===== src/rtl/floating_point_multiplier_stream.sv =====
// Streaming IEEE-754-style multiplier with valid/ready flow control.
// Stage 1 decodes special operands and forms the significand product. Stage 2 normalises and rounds. Any further stages only add delay.
module floating_point_multiplier_stream #(
    parameter int EXP_WIDTH  = 8,
    parameter int FRAC_WIDTH = 23,
    parameter int STAGES     = 3
) (
    input  logic                          clk_i,
    input  logic                          rst_ni,
    input  logic [EXP_WIDTH+FRAC_WIDTH:0] fp_a_i,
    input  logic [EXP_WIDTH+FRAC_WIDTH:0] fp_b_i,
    input  logic [1:0]                    rnd_mode_i,
    input  logic                          valid_i,
    output logic                          ready_o,
    output logic [EXP_WIDTH+FRAC_WIDTH:0] fp_o,
    output logic [3:0]                    flags_o,
    output logic                          valid_o,
    input  logic                          ready_i
);
    localparam int W  = 1 + EXP_WIDTH + FRAC_WIDTH;
    localparam int PW = 2 * FRAC_WIDTH + 2;
    localparam int XW = EXP_WIDTH + 2;
    localparam int NT = STAGES - 1;
    localparam logic [EXP_WIDTH-1:0] EXP_ONES = '1;
    localparam logic [EXP_WIDTH-1:0] EXP_MAXF = EXP_ONES - 1'b1;
    localparam logic [XW-1:0]        BIAS     = XW'((2 ** (EXP_WIDTH - 1)) - 1);
    localparam logic [W-1:0]         QNAN     = {1'b0, EXP_ONES, 1'b1, {(FRAC_WIDTH-1){1'b0}}};
    localparam logic [1:0] RM_RNE = 2'd0, RM_RTZ = 2'd1, RM_RUP = 2'd2, RM_RDN = 2'd3;

    if (STAGES < 2 || STAGES > 6) begin : g_bad_stages
        $error("floating_point_multiplier_stream: STAGES must be in 2..6");
    end

    // Handshake: a beat moves on valid & ready at a rising edge. The whole pipe advances
    // when the output slot is empty or being drained, so ready_o never looks at valid_i.
    logic en;
    assign en      = ~valid_o | ready_i;
    assign ready_o = en & rst_ni;

    logic                  sa, sb;
    logic [EXP_WIDTH-1:0]  ea, eb;
    logic [FRAC_WIDTH-1:0] fa, fb;
    assign {sa, ea, fa} = fp_a_i;
    assign {sb, eb, fb} = fp_b_i;

    logic a_zero, b_zero, a_inf, b_inf, a_nan, b_nan, a_snan, b_snan, inf_zero;
    assign a_zero   = (ea == '0);
    assign b_zero   = (eb == '0);
    assign a_inf    = (ea == EXP_ONES) && (fa == '0);
    assign b_inf    = (eb == EXP_ONES) && (fb == '0);
    assign a_nan    = (ea == EXP_ONES) && (fa != '0);
    assign b_nan    = (eb == EXP_ONES) && (fb != '0);
    assign a_snan   = a_nan & ~fa[FRAC_WIDTH-1];
    assign b_snan   = b_nan & ~fb[FRAC_WIDTH-1];
    assign inf_zero = (a_inf & b_zero) | (a_zero & b_inf);

    logic           sign_d, spec_d;
    logic [W-1:0]   spec_fp_d;
    logic [3:0]     spec_flags_d;
    logic [XW-1:0]  exp_d;
    logic [PW-1:0]  prod_d;
    assign sign_d = sa ^ sb;
    assign exp_d  = {2'b00, ea} + {2'b00, eb} - BIAS;
    assign prod_d = PW'({1'b1, fa}) * PW'({1'b1, fb});

    always_comb begin
        spec_d       = 1'b1;
        spec_flags_d = 4'b0000;
        spec_fp_d    = {sign_d, {(W-1){1'b0}}};
        if (a_nan | b_nan | inf_zero) begin
            spec_fp_d    = QNAN;
            spec_flags_d = {inf_zero | a_snan | b_snan, 3'b000};
        end else if (a_inf | b_inf) begin
            spec_fp_d = {sign_d, EXP_ONES, {FRAC_WIDTH{1'b0}}};
        end else if (!(a_zero | b_zero)) begin
            spec_d = 1'b0;
        end
    end

    logic          s1_vld_q, s1_spec_q, s1_sign_q;
    logic [W-1:0]  s1_spec_fp_q;
    logic [3:0]    s1_spec_flags_q;
    logic [1:0]    s1_rnd_q;
    logic [XW-1:0] s1_exp_q;
    logic [PW-1:0] s1_prod_q;

    logic                  msb, guard, sticky, inexact, inc, carry, ovf, unf, to_inf;
    logic [PW-1:0]         norm;
    logic [FRAC_WIDTH:0]   mant;
    logic [FRAC_WIDTH+1:0] mant_r;
    logic [FRAC_WIDTH-1:0] frac_r;
    logic [XW-1:0]         exp_r;
    logic [W-1:0]          res_fp;
    logic [3:0]            res_flags;

    always_comb begin
        msb     = s1_prod_q[PW-1];
        norm    = msb ? s1_prod_q : (s1_prod_q << 1);
        mant    = norm[PW-1:FRAC_WIDTH+1];
        guard   = norm[FRAC_WIDTH];
        sticky  = |norm[FRAC_WIDTH-1:0];
        inexact = guard | sticky;
        case (s1_rnd_q)
            RM_RNE:  inc = guard & (sticky | mant[0]);
            RM_RTZ:  inc = 1'b0;
            RM_RUP:  inc = inexact & ~s1_sign_q;
            RM_RDN:  inc = inexact & s1_sign_q;
            default: inc = 1'b0;
        endcase
        mant_r = {1'b0, mant} + {{(FRAC_WIDTH+1){1'b0}}, inc};
        carry  = mant_r[FRAC_WIDTH+1];
        frac_r = carry ? mant_r[FRAC_WIDTH:1] : mant_r[FRAC_WIDTH-1:0];
        // exp_r is two's complement; a set top bit means the product fell below 2^(1-bias)
        exp_r  = s1_exp_q + {{(XW-1){1'b0}}, msb} + {{(XW-1){1'b0}}, carry};
        unf    = exp_r[XW-1] | (exp_r == '0);
        ovf    = ~exp_r[XW-1] & (exp_r[XW-2:0] >= {1'b0, EXP_ONES});
        to_inf = (s1_rnd_q == RM_RNE) | ((s1_rnd_q == RM_RUP) & ~s1_sign_q)
               | ((s1_rnd_q == RM_RDN) & s1_sign_q);
        res_fp    = {s1_sign_q, exp_r[EXP_WIDTH-1:0], frac_r};
        res_flags = {3'b000, inexact};
        if (s1_spec_q) begin
            res_fp    = s1_spec_fp_q;
            res_flags = s1_spec_flags_q;
        end else if (ovf) begin
            res_flags = 4'b0101;
            res_fp    = to_inf ? {s1_sign_q, EXP_ONES, {FRAC_WIDTH{1'b0}}}
                               : {s1_sign_q, EXP_MAXF, {FRAC_WIDTH{1'b1}}};
        end else if (unf) begin
            res_flags = 4'b0011;
            res_fp    = {s1_sign_q, {(W-1){1'b0}}};
        end
    end

    logic [NT-1:0] vld_q;
    logic [W-1:0]  fp_q  [NT];
    logic [3:0]    flg_q [NT];

    always_ff @(posedge clk_i) begin
        if (!rst_ni) begin
            s1_vld_q        <= 1'b0;
            s1_spec_q       <= 1'b0;
            s1_sign_q       <= 1'b0;
            s1_spec_fp_q    <= '0;
            s1_spec_flags_q <= '0;
            s1_rnd_q        <= '0;
            s1_exp_q        <= '0;
            s1_prod_q       <= '0;
            vld_q           <= '0;
            for (int i = 0; i < NT; i++) begin
                fp_q[i]  <= '0;
                flg_q[i] <= '0;
            end
        end else if (en) begin
            s1_vld_q        <= valid_i & ready_o;
            s1_spec_q       <= spec_d;
            s1_sign_q       <= sign_d;
            s1_spec_fp_q    <= spec_fp_d;
            s1_spec_flags_q <= spec_flags_d;
            s1_rnd_q        <= rnd_mode_i;
            s1_exp_q        <= exp_d;
            s1_prod_q       <= prod_d;
            vld_q[0]        <= s1_vld_q;
            fp_q[0]         <= res_fp;
            flg_q[0]        <= res_flags;
            for (int i = 1; i < NT; i++) begin
                vld_q[i] <= vld_q[i-1];
                fp_q[i]  <= fp_q[i-1];
                flg_q[i] <= flg_q[i-1];
            end
        end
    end

    assign valid_o = vld_q[NT-1];
    assign fp_o    = fp_q[NT-1];
    assign flags_o = flg_q[NT-1];
endmodule


===== config.mk =====
export PLATFORM = sky130hd
export DESIGN_NAME = floating_point_multiplier_stream
export DESIGN_NICKNAME = d
export VERILOG_FILES = /design/src/rtl/floating_point_multiplier_stream.sv
export SDC_FILE = /design/constraint.sdc
export NUM_CORES = 2
export LEC_CHECK = 0
export ABC_AREA = 0
export CAP_MARGIN = 30
export CORE_UTILIZATION = 40
export CTS_CLUSTER_DIAMETER = 120
export DETAILED_ROUTE_END_ITERATION = 8
export GPL_ROUTABILITY_DRIVEN = 0
export PLACE_DENSITY = 0.63
export SYNTH_ARGS = -nofsm -noshare
export SYNTH_HDL_FRONTEND = slang
export SYNTH_SLANG_ARGS = --single-unit

===== constraint.sdc =====
create_clock -name clk_i -period 7.75 [get_ports clk_i]
set_input_delay 1.55 -clock clk_i [delete_from_list [all_inputs] [get_ports clk_i]]
set_output_delay 1.55 -clock clk_i [all_outputs]
set_load 0.01 [all_outputs]

==> results.txt <==
The flow ran to the end, and the final reports show no timing, DRC or antenna violations. Timing would allow up to 131.5 MHz. The area added between synthesis and finish came out at 24.42%. Of the synthesized area, sequential elements account for 13.62%.

Setup repair after global routing could not meet its margin everywhere. The total count of max-transition violations in the final report came to 0. The initial DRC count came out at 1193. After floorplanning, the core was divided into 93 placement rows.

The nature of the critical path endpoint is a flip-flop. Yosys mapped a number of flops with a built-in enable equal to 72. The worst setup path is launched from an input port. STA puts the critical path data required time at 8080 ps. Counting instances in the post-synthesis netlist gives the leading cell types as sky130_fd_sc_hd__inv_1 (605), sky130_fd_sc_hd__fa_1 (484), sky130_fd_sc_hd__nand2_1 (373), sky130_fd_sc_hd__and2_1 (252), sky130_fd_sc_hd__ha_1 (192).

After detailed routing, the number of remaining DRC violations is 0. The placeable core region is 64350 um^2. The synthesized netlist contains 73 unique library cells. The vertical die dimension came out at 257.1 um. The cell taking the most area after synthesis is sky130_fd_sc_hd__fa_1. The detailed-route via count is 20.52k.

The arrival time of the worst setup path came out at 7930 ps. The remaining global-route overflow is 0. TritonCTS created 17 clock buffers.

The clock net sink count came out at 141. Among the stages of the critical path, the cell type that occurs most often is sky130_fd_sc_hd__fa_1. The type of the worst min-delay path is reg2reg. The initial standard-cell utilization of the core is 40.44%. On the critical path, the stage with the largest delay is an instance of sky130_fd_sc_hd__fa_2. The count of input and output buffers is 107. The average instance in the mapped netlist occupies 9.017 um^2. The post-synthesis register bit count is 141. Hold timing on the final database bottoms out at a slack of 448.2 ps. The number of H-tree levels is 4.

No sink is reached through more buffers than the 2 on the longest clock path. The combined area of all synthesized cells came out at 26020 um^2. For this run, the post-layout net count is 3978. Of all nets on the critical path, the largest fanout is 12. The CTS tree is built. The critical path is of the in2reg type.

By area the synthesized netlist is led by sky130_fd_sc_hd__fa_1 (37%), sky130_fd_sc_hd__ha_1 (9.2%), sky130_fd_sc_hd__inv_1 (8.7%). Once detail routing completed, the nets flagged for antenna violations numbered 0. By instance count, the leading cell after synthesis is sky130_fd_sc_hd__inv_1. The layout cell share with drive strength beyond 1 is 20.71%. The initial antenna violation count came out at 2. The wire length of the first global-routing pass came out at 114.7 mm.

The number of placed instances, taps included, is 3989. For this block, the routed nets add up to 73.23 mm of wire. Counting flops with an async set or reset pin after synthesis yields a share of 0%. The worst-margin pin slew is 957.4 ps.

The count of synthesis-stage warnings from yosys is 0. The total setup violations reported at the end of the flow is 0. The die is 257.1 um wide. Across every metal layer, demand over resource in global routing totals 21.95%.

The number of inserted filler cells in the final layout is 5892. The longest individual stage delay on the worst path came out at 530 ps. Of the post-synthesis cell area, the dominant cell type holds 37.23%. The post-detailed-placement half-perimeter wirelength is 59.18 mm. After clock tree synthesis, the clock-pin slew on the worst setup and hold paths is 80 ps. The hold violation total from the final report came out at 0.

The maximum number of pins on one net before global-route repair came out at 79. The post-layout instance count excluding filler cells is 4101. The clock reaches the later pin of the worst-skew pair after 430 ps. The number of max-cap violations came out at 0.

The mean routed wirelength per cell is 17.86 um. 108 I/O pins were placed. The cell at the root of the clock tree is sky130_fd_sc_hd__clkbuf_16. The normalized max-slew margin is 36.17%. The area of the die came out at 66080 um^2. The via count of the first global-routing pass came to 20.98k.

In the synthesized netlist the dominant register cell turns out to be sky130_fd_sc_hd__edfxtp_1. The net count after synthesis is 3632. The final clock skew came out at 25.74 ps.

The detailed-routing iteration count for the pre-antenna-repair pass came out at 5. The setup slack after layout is 143.0 ps. Dividing the final minimum period by the clock period gives 98.15%. The vias per cell is 5.003. The time the final worst path needs with I/O delays and setup is 7607 ps.

The instance count of the mapped netlist came out at 2886. The post-placement setup slack is -1020 ps.
-- path summary, 6_finish.rpt --
| path | from | to | slack, ps | cells after the start |
|---|---|---|---|---|
| worst min-delay path | vld_q[0]$_SDFFE_PN0N_ | vld_q[1]$_SDFFE_PN0N_ | 450 | 2 |
| worst max register to register | s1_rnd_q[0]$_SDFFE_PN0N_ | fp_q[0][11]$_SDFFCE_PP0P_ | 1310 | 23 |
| worst max-delay path | fp_a_i[18] | s1_prod_q[42]$_SDFFE_PN0N_ | 140 | 26 |
| worst min register to register | vld_q[0]$_SDFFE_PN0N_ | vld_q[1]$_SDFFE_PN0N_ | 450 | 2 |
-- per-stage QoR --
stage          setup TNS (ps)  util, %  instance area, um^2
3_3_place_gp           -17150    46.79                30110
3_5_place_dp           -19350    46.81                30120
2_1_floorplan               0        -                26050
6_report                    0    50.32                32380
5_1_grt                -493.4    50.31                32380
4_1_cts                     0    49.13                31610
-- kinds of logic (layout without fill, tap and decap cells) --
family                   Yosys count  count (layout)  share of synthesized area (%)
XOR/XNOR                          54              54                          1.817
adder cells (fa/ha/maj)          676             676                          46.46
flip-flops                       141             141                          13.62
multiplexers                      15              15                         0.5962
buffers and inverters            791            1150                          12.12
AND/OR/NAND/NOR                  877             877                          16.82
other                              0               1                              0
AO/OA/AOI/OAI                    332             332                          8.568
-- flip-flops by register name, indices dropped and copies added, names as in the netlist --
| register | count |
|---|---|
| fp_q | 64 |
| s1_spec_q | 1 |
| s1_spec_flags_q | 1 |
| s1_vld_q | 1 |
| s1_exp_q | 10 |
| s1_spec_fp_q | 3 |
| vld_q | 2 |
| s1_rnd_q | 2 |
| s1_prod_q | 48 |
| s1_sign_q | 1 |
| flg_q | 8 |
-- layer usage --
layer / part of all wire, % / vias to the layer above / routed length [um] / global-route usage, %
li1: - / 9584 / - / -
met4: 3.5 / 0 / 2535 / 6.746
met1: 45 / 10120 / 32640 / 30.20
met3: 7.7 / 105 / 5610 / 4.620
met5: 0 / - / 0 / 0
met2: 44 / 713 / 32450 / 34.58
-- worst max-delay path: cells and delay by family --
kind | cells | cell delay, ps
compound gates | 7 | 1280
fa+ha+maj | 8 | 3760
buf+inv | 8 | 940
simple gates | 3 | 390
-- area by class of cell --
cell class                 instances  area, um^2  share of cell area, %
multi-input combinational       1954       20060                  61.97
timing repair buffer             510        4798                  14.82
sequential                       141        3545                  10.95
inverter                         608        2295                  7.087
tap                              855        1070                  3.304
clock buffer                      17       425.4                  1.314
clock inverter                    15       178.9                 0.5526
antenna                            1       2.502               0.007729
-- repair_timing --
| item | CTS | global route |
|---|---|---|
| cloned | 2 | 5 |
| setup buffers | 41 | 31 |
| hold buffers | 0 | 0 |
| pin swaps | 85 | 137 |
| setup endpoints to repair | 22 | 21 |
| gates resized for setup | 172 | 188 |
-- placed cells by master, fill, tap and decap left out, types with 61 or more instances in the layout --
master | Yosys | final
sky130_fd_sc_hd__nor2_1 | 66 | 61
sky130_fd_sc_hd__edfxtp_1 | 72 | 72
sky130_fd_sc_hd__fa_1 | 484 | 448
sky130_fd_sc_hd__and2_1 | 252 | 231
sky130_fd_sc_hd__o21ai_0 | 88 | 78
sky130_fd_sc_hd__nand2_1 | 373 | 358
sky130_fd_sc_hd__dfxtp_1 | 69 | 68
sky130_fd_sc_hd__buf_4 | 46 | 309
sky130_fd_sc_hd__ha_1 | 192 | 174
sky130_fd_sc_hd__clkdlybuf4s50_1 | 0 | 65
sky130_fd_sc_hd__inv_1 | 605 | 565
Power is left out: the tool's default activity adds up to more than one toggle a clock period on the data nets, which glitch-free logic cannot reach.
